**src/rtl/branch_hazard_ctrl_pkg.sv**
```systemverilog
// Shared types and constants for the branch/load-use hazard controller.
package hazard_pkg;

    typedef enum logic [1:0] {
        RUN   = 2'd0,
        STALL = 2'd1,
        FLUSH = 2'd2
    } state_t;

    localparam logic [31:0] NOP_INSTR  = 32'h0000_0013;
    localparam int          REG_ADDR_W = 5;

endpackage

```
**src/rtl/branch_hazard_ctrl_if.sv**
```systemverilog
// Pipeline-side bundle of the hazard controller; stats counters appear only
// when BRANCH_HAZARD_STATS_EN is defined.
interface branch_hazard_ctrl_if
    import hazard_pkg::*;
#(
    parameter int XLEN = 32
);
    logic                  to_branch_ex;
    logic [XLEN-1:0]       branch_target_ex;
    logic                  memread_ex;
    logic [REG_ADDR_W-1:0] rd_ex;
    logic [REG_ADDR_W-1:0] rs1_id;
    logic [REG_ADDR_W-1:0] rs2_id;
    logic                  uses_rs1_id;
    logic                  uses_rs2_id;

    logic                  pc_write;
    logic                  ifid_write;
    logic                  ifid_flush;
    logic                  idex_flush;
    logic                  pc_src;
    logic [XLEN-1:0]       pc_target;
    logic                  busy;
`ifdef BRANCH_HAZARD_STATS_EN
    logic [31:0]           taken_cnt;
    logic [31:0]           stall_cnt;
    logic [31:0]           flush_cnt;
`endif

    modport master (
        output to_branch_ex, branch_target_ex, memread_ex, rd_ex,
               rs1_id, rs2_id, uses_rs1_id, uses_rs2_id,
        input  pc_write, ifid_write, ifid_flush, idex_flush, pc_src,
               pc_target, busy
`ifdef BRANCH_HAZARD_STATS_EN
        , input taken_cnt, stall_cnt, flush_cnt
`endif
    );

    modport slave (
        input  to_branch_ex, branch_target_ex, memread_ex, rd_ex,
               rs1_id, rs2_id, uses_rs1_id, uses_rs2_id,
        output pc_write, ifid_write, ifid_flush, idex_flush, pc_src,
               pc_target, busy
`ifdef BRANCH_HAZARD_STATS_EN
        , output taken_cnt, stall_cnt, flush_cnt
`endif
    );

endinterface

```
**src/rtl/branch_hazard_ctrl_loaduse_detect.sv**
```systemverilog
// Combinational load-use detector between EX (load) and ID (consumer);
// shared with the forwarding unit.
module loaduse_detect
    import hazard_pkg::*;
(
    input  logic                  i_memread_ex,
    input  logic [REG_ADDR_W-1:0] i_rd_ex,
    input  logic [REG_ADDR_W-1:0] i_rs1_id,
    input  logic [REG_ADDR_W-1:0] i_rs2_id,
    input  logic                  i_uses_rs1_id,
    input  logic                  i_uses_rs2_id,
    output logic                  o_loaduse
);
    logic w_hit_rs1;
    logic w_hit_rs2;

    assign w_hit_rs1 = i_uses_rs1_id && (i_rs1_id == i_rd_ex);
    assign w_hit_rs2 = i_uses_rs2_id && (i_rs2_id == i_rd_ex);
    // x0 is never a real producer, so a load to it cannot create a hazard.
    assign o_loaduse = i_memread_ex && (i_rd_ex != '0) && (w_hit_rs1 || w_hit_rs2);

endmodule

```
**src/rtl/branch_hazard_ctrl.sv**
```systemverilog
// Hazard controller: taken-branch redirect/flush sequencing and one-cycle
// load-use stalls. Optional counters under BRANCH_HAZARD_STATS_EN.
module branch_hazard_ctrl
    import hazard_pkg::*;
#(
    parameter int FLUSH_CYCLES = 1,
    parameter int XLEN         = 32
)(
    input  logic                clk,
    input  logic                reset,
    branch_hazard_ctrl_if.slave bus
);
    if (FLUSH_CYCLES < 1 || FLUSH_CYCLES > 4) begin : g_bad_flush_cycles
        $error("FLUSH_CYCLES must be in 1..4");
    end

    // Resolving cycle is one flush cycle; FLUSH covers the remaining ones.
    localparam logic [1:0] FCNT_INIT = (FLUSH_CYCLES > 1) ? 2'(FLUSH_CYCLES - 2) : 2'd0;

    state_t          r_state;
    logic [1:0]      r_fcnt;
    logic [XLEN-1:0] r_target;

    logic w_loaduse;
    logic w_take;
    logic w_stall;
    logic w_flushing;

    loaduse_detect u_loaduse (
        .i_memread_ex (bus.memread_ex),
        .i_rd_ex      (bus.rd_ex),
        .i_rs1_id     (bus.rs1_id),
        .i_rs2_id     (bus.rs2_id),
        .i_uses_rs1_id(bus.uses_rs1_id),
        .i_uses_rs2_id(bus.uses_rs2_id),
        .o_loaduse    (w_loaduse)
    );

    // Wrong-path decisions during FLUSH are dropped; STALL never re-stalls.
    assign w_flushing = (r_state == FLUSH);
    assign w_take     = !w_flushing && bus.to_branch_ex;
    assign w_stall    = (r_state == RUN) && w_loaduse && !bus.to_branch_ex;

    always_comb begin
        // NOTE: every output gets a value on every path, so no latch is inferred.
        bus.pc_write   = 1'b0;
        bus.ifid_write = 1'b0;
        bus.ifid_flush = 1'b1;
        bus.idex_flush = 1'b1;
        bus.pc_src     = 1'b0;
        bus.pc_target  = '0;
        bus.busy       = 1'b0;
        if (!reset) begin
            bus.pc_write   = !w_stall;
            bus.ifid_write = !w_stall;
            bus.ifid_flush = w_take || w_flushing;
            bus.idex_flush = w_take || w_flushing || w_stall;
            bus.pc_src     = w_take;
            bus.pc_target  = w_take ? bus.branch_target_ex : r_target;
            bus.busy       = (r_state != RUN);
        end
    end

    always_ff @(posedge clk) begin
        // NOTE: state uses non-blocking assignments so all registers update together.
        if (reset) begin
            r_state  <= RUN;
            r_fcnt   <= 2'd0;
            r_target <= '0;
        end else begin
            case (r_state)
                RUN, STALL: begin
                    if (bus.to_branch_ex) begin
                        r_target <= bus.branch_target_ex;
                        if (FLUSH_CYCLES > 1) begin
                            r_state <= FLUSH;
                            r_fcnt  <= FCNT_INIT;
                        end else begin
                            r_state <= RUN;
                        end
                    end else if (w_stall) begin
                        r_state <= STALL;
                    end else begin
                        r_state <= RUN;
                    end
                end
                FLUSH: begin
                    if (r_fcnt == 2'd0) r_state <= RUN;
                    else                r_fcnt  <= r_fcnt - 2'd1;
                end
                default: r_state <= RUN;
            endcase
        end
    end

`ifdef BRANCH_HAZARD_STATS_EN
    logic [31:0] r_taken_cnt;
    logic [31:0] r_stall_cnt;
    logic [31:0] r_flush_cnt;

    always_ff @(posedge clk) begin
        if (reset) begin
            r_taken_cnt <= '0;
            r_stall_cnt <= '0;
            r_flush_cnt <= '0;
        end else begin
            if (w_take && r_taken_cnt != '1) r_taken_cnt <= r_taken_cnt + 32'd1;
            if (w_stall && r_stall_cnt != '1) r_stall_cnt <= r_stall_cnt + 32'd1;
            if ((w_take || w_flushing) && r_flush_cnt != '1) r_flush_cnt <= r_flush_cnt + 32'd1;
        end
    end

    assign bus.taken_cnt = r_taken_cnt;
    assign bus.stall_cnt = r_stall_cnt;
    assign bus.flush_cnt = r_flush_cnt;
`endif

endmodule

```
**src/flat_wrapper.sv**
```systemverilog
// flat-port wrapper written by rule: the top's interface ports become plain ports
module branch_hazard_ctrl_flat import hazard_pkg::*;
#(
    parameter int FLUSH_CYCLES = 1,
    parameter int XLEN         = 32
)
  (clk, reset, bus_to_branch_ex, bus_branch_target_ex, bus_memread_ex, bus_rd_ex, bus_rs1_id, bus_rs2_id, bus_uses_rs1_id, bus_uses_rs2_id, bus_pc_write, bus_ifid_write, bus_ifid_flush, bus_idex_flush, bus_pc_src, bus_pc_target, bus_busy);
  branch_hazard_ctrl_if #(.XLEN(XLEN)) bus_i ();
  input  logic clk;
  input  logic reset;
  input wire logic [$bits(bus_i.to_branch_ex)-1:0] bus_to_branch_ex;
  input wire logic [$bits(bus_i.branch_target_ex)-1:0] bus_branch_target_ex;
  input wire logic [$bits(bus_i.memread_ex)-1:0] bus_memread_ex;
  input wire logic [$bits(bus_i.rd_ex)-1:0] bus_rd_ex;
  input wire logic [$bits(bus_i.rs1_id)-1:0] bus_rs1_id;
  input wire logic [$bits(bus_i.rs2_id)-1:0] bus_rs2_id;
  input wire logic [$bits(bus_i.uses_rs1_id)-1:0] bus_uses_rs1_id;
  input wire logic [$bits(bus_i.uses_rs2_id)-1:0] bus_uses_rs2_id;
  output wire logic [$bits(bus_i.pc_write)-1:0] bus_pc_write;
  output wire logic [$bits(bus_i.ifid_write)-1:0] bus_ifid_write;
  output wire logic [$bits(bus_i.ifid_flush)-1:0] bus_ifid_flush;
  output wire logic [$bits(bus_i.idex_flush)-1:0] bus_idex_flush;
  output wire logic [$bits(bus_i.pc_src)-1:0] bus_pc_src;
  output wire logic [$bits(bus_i.pc_target)-1:0] bus_pc_target;
  output wire logic [$bits(bus_i.busy)-1:0] bus_busy;
  assign bus_i.to_branch_ex = bus_to_branch_ex;
  assign bus_i.branch_target_ex = bus_branch_target_ex;
  assign bus_i.memread_ex = bus_memread_ex;
  assign bus_i.rd_ex = bus_rd_ex;
  assign bus_i.rs1_id = bus_rs1_id;
  assign bus_i.rs2_id = bus_rs2_id;
  assign bus_i.uses_rs1_id = bus_uses_rs1_id;
  assign bus_i.uses_rs2_id = bus_uses_rs2_id;
  assign bus_pc_write = bus_i.pc_write;
  assign bus_ifid_write = bus_i.ifid_write;
  assign bus_ifid_flush = bus_i.ifid_flush;
  assign bus_idex_flush = bus_i.idex_flush;
  assign bus_pc_src = bus_i.pc_src;
  assign bus_pc_target = bus_i.pc_target;
  assign bus_busy = bus_i.busy;
  branch_hazard_ctrl #(.FLUSH_CYCLES(FLUSH_CYCLES), .XLEN(XLEN)) u_core (.clk(clk), .reset(reset), .bus(bus_i));
endmodule
```
**config.mk**
```make
export PLATFORM = sky130hd
export DESIGN_NAME = branch_hazard_ctrl_flat
export DESIGN_NICKNAME = d
export VERILOG_FILES = /design/src/rtl/branch_hazard_ctrl_pkg.sv /design/src/rtl/branch_hazard_ctrl_if.sv /design/src/rtl/branch_hazard_ctrl_loaduse_detect.sv /design/src/rtl/branch_hazard_ctrl.sv /design/src/flat_wrapper.sv
export SDC_FILE = /design/constraint.sdc
export NUM_CORES = 1
export LEC_CHECK = 0
export CORE_UTILIZATION = 28
export DETAILED_ROUTE_END_ITERATION = 8
export PLACE_DENSITY_LB_ADDON = 0.05
export REMOVE_ABC_BUFFERS = 1
export SETUP_SLACK_MARGIN = 0.15
export SYNTH_ARGS = -nofsm -noshare
export SYNTH_HDL_FRONTEND = slang
export SYNTH_SLANG_ARGS = --single-unit
```
**constraint.sdc**
```tcl
create_clock -name clk -period 1.5 [get_ports clk]
set_input_delay 0.225 -clock clk [delete_from_list [all_inputs] [get_ports clk]]
set_output_delay 0.225 -clock clk [all_outputs]
set_load 0.005 [all_outputs]
```
==> flow_metrics.env <==
export IMPL_outcome="finished with violations"
export IMPL_failed_checks="negative setup slack"
export IMPL_grt_busiest_layer="met2"
export IMPL_ir_worst_vdd_mv=0.498
export IMPL_cp_slowest_cell="nor4_1"
export IMPL_place_port_buffers=90
export IMPL_hold_viol_final=0
export IMPL_cts_sinks=33
export IMPL_area_growth_syn_to_layout_pct=113
export IMPL_clock_path_buffers=2
export IMPL_drv_slew=0
export IMPL_antennaDiodeCount=0
export IMPL_power_uw=2250
export IMPL_cts_made_buffers=5
export IMPL_cp_max_fo=3
export IMPL_cp_end_kind="register"
export IMPL_cp_required_ps=1710
export IMPL_drt_initial_drc_count=36
export IMPL_ys_warn_count=0
export IMPL_synth_adder_area_share_pct=0
export IMPL_synthXorXnorAreaFrac_pct=5.99
export IMPL_rsz0062_at_grt="yes"
export IMPL_die_area_um2=5520
export IMPL_synth_top_family_by_area="multiplexers"
export IMPL_die_h_um=74.3
export IMPL_cpPeakStageDelay_ps=260
export IMPL_hold_path_class="in -> reg"
export IMPL_grt_pass1_wl_um=6730
export IMPL_fin_tns_setup_ps=-662
export IMPL_routedWlPerCell_um=12.1
export IMPL_setup_viol=4
export IMPL_gr_total_overflow=0
export IMPL_gp_congestion=0.793
export IMPL_synth_simple_area_share_pct=20.7
export IMPL_fill_cells=453
export IMPL_boundaryPins=91
export IMPL_start_kind="input pin"
export IMPL_dp_worst_setup_slack_ps=-824
export IMPL_avgSynthCellArea_um2=8.86
export IMPL_synth_compound_area_share_pct=2.31
export IMPL_wl_um=4680
export IMPL_nNetsFinal=372
export IMPL_viasPerCell=4.21
export IMPL_htreeDepth=2
export IMPL_cpMostUsedCell="buf_6"
export IMPL_num_rows=25
export IMPL_ys_ff_latch=33
export IMPL_finalNonFillerCells=387
export IMPL_path_cells="dlygate4sd2_1 -> xor2_1 -> nor4_1 -> a32oi_2 -> buf_4 -> buf_6 -> buf_6 -> buf_6 -> buf_6 -> buf_6 -> buf_6 -> buf_6 -> nor3_2"
export IMPL_powerDensity_nw_per_um2=724
export IMPL_root_buffer="clkbuf_8"
export IMPL_yosysSeqAreaShare_pct=45.2
export IMPL_fp_coreArea_um2=4880
export IMPL_yosys_cell_types_count=20
export IMPL_critPathArrivalTime_ps=1960
export IMPL_drt_first_pass_iters=4
export IMPL_drive_gt1_share_pct=39.4
export IMPL_grt_use_met3_pct=5.42
export IMPL_max_slew_margin_rel_pct=77.6
export IMPL_final_setup_worst_slack_ps=-256
export IMPL_hpwl_um=2850
export IMPL_multi_input_area_um2=838
export IMPL_ant_nets=0
export IMPL_grt_max_degree=22
export IMPL_maxCapViolCount=0
export IMPL_synth_area_um2=1460
export IMPL_fin_skew_ps=0
export IMPL_cts_tree="done"
export IMPL_gr_usage_met1_pct=20.3
export IMPL_cp_num_buf_inv=9
export IMPL_period_needed_ps=1760
export IMPL_initial_core_util_pct=30.0
export IMPL_path_class="in -> reg"
export IMPL_synth_top_area_share_pct=45.2
export IMPL_yosysTopAreaCell="dfxtp_1"
export IMPL_grtUsageTotal_pct=16.4
export IMPL_path_delay_family="buffers and inverters"
export IMPL_finalCritPeriodShare_pct=117
export IMPL_antenna_found_initial=0
export IMPL_drcViolationCount=0
export IMPL_max_slew_worst_pin_slew_ps=332
export IMPL_placed_cell_area_um2=2560
export IMPL_max_freq_mhz=570
export IMPL_syn_instance_count=165
export IMPL_seqCellArea_um2=662
export IMPL_die_w_um=74.3
export IMPL_finalInstanceArea_um2=3110
export IMPL_grt_pass1_vias=1502
export IMPL_grtUsageMet2_pct=27.6
export IMPL_hold_buffers=0
export IMPL_dp_cells=332
export IMPL_synth_area_mux_share_pct=21.9
export IMPL_synthTopCellsByArea="dfxtp_1 45%, mux2i_1 22%, nor2_1 16%"
export IMPL_via_count=1628
export IMPL_leakagePower_uw=0.00149
export IMPL_clk_pin_slew_ps=70
export IMPL_worstSkewPairLatency_ps=280
## worst paths after layout
check,from,endpoint,slack (ps),cells past startpoint
worst max-delay path,bus_rs2_id[4],u_core.r_state[0],-260,13
worst min-delay path,bus_branch_target_ex[18],u_core.r_target[18],250,3
worst max register to register,u_core.r_target[21],u_core.r_target[21],470,6
worst min register to register,u_core.r_target[5],u_core.r_target[5],490,2
## worst register-to-register path, cell delays in order (launching register included)
cell and delay [ps]:
dfxtp_1 300, mux2i_1 190, buf_4 150, buf_4 90, buf_4 90, buf_4 90
nor2_1 30
## layout make-up
type,count,area share (%)
flip-flops and latches,33,21.3
clock buffers,6,2.33
repair buffers,159,46.3
clock inverters,2,0.322
inverters,1,0.121
multi-input cells,119,26.9
well taps,67,2.69
## sequential cells by signal, summed over array words and instances (netlist names)
name	cells
u_core.r_target	32
u_core.r_state	1
## stage by stage
step,util (%),hold WS (ps)
2_1_floorplan,-,297
3_3_place_gp,52.5,469
5_1_grt,63.8,253
3_5_place_dp,52.5,476
4_1_cts,61.3,335
6_report,63.8,248
## synth_stat cells (all sizes together)
library cell  instances
o21bai                1
a32oi                 1
xor2                  8
nor3                  1
or4                   1
nor2b                 3
buf                   5
and2                  1
o21ai                 1
clkbuf                7
inv                   1
or2                   1
nor2                 64
dfxtp                33
xnor2                 2
o31a                  1
mux2i                32
nor4                  2
## timing repair
item	4_1_cts	5_1_grt
buffers inserted	31	14
gates cloned	2	0
setup endpoints to repair	39	33
resized for setup	144	43
pin swaps	19	7
## logic make-up (layout without fill, tap and decap cells)
logic type             count (synthesis)  in the layout
AO/OA/AOI/OAI                          4              4
XOR/XNOR                              10             10
buffers and inverters                 13            168
flip-flops                            33             33
multiplexers                          32             32
AND/OR/NAND/NOR                       73             73
## layout by cell type, fill, tap and decap left out, types with 2 or more instances in the layout
master / instances
nor2_1: 64
buf_4: 54
dfxtp_1: 32
clkdlybuf4s50_1: 31
clkdlybuf4s15_1: 20
mux2i_1: 18
clkbuf_2: 13
mux2i_2: 12
buf_6: 12
buf_2: 11
xor2_1: 7
dlygate4sd2_1: 7
clkbuf_8: 5
buf_12: 5
dlymetal6s2s_1: 4
nor2b_1: 3
mux2i_4: 2
xnor2_1: 2
clkinv_2: 2
## metal layers
metal | routed length [um] | vias up | share of wire, %
met2 | 2260 | 54 | 48
met1 | 2120 | 729 | 45
met4 | 32 | 0 | 0.68
met5 | 0 | - | 0
met3 | 265 | 6 | 5.7
li1 | - | 839 | -
## where the power goes
part	switching [uW]	total [uW]	internal [uW]	leakage (uW)
Clock	320	642	321	0.0000450
Sequential	16.5	944	927	0.000273
Combinational	235	667	432	0.00117
(Power assumes the default switching activity.)
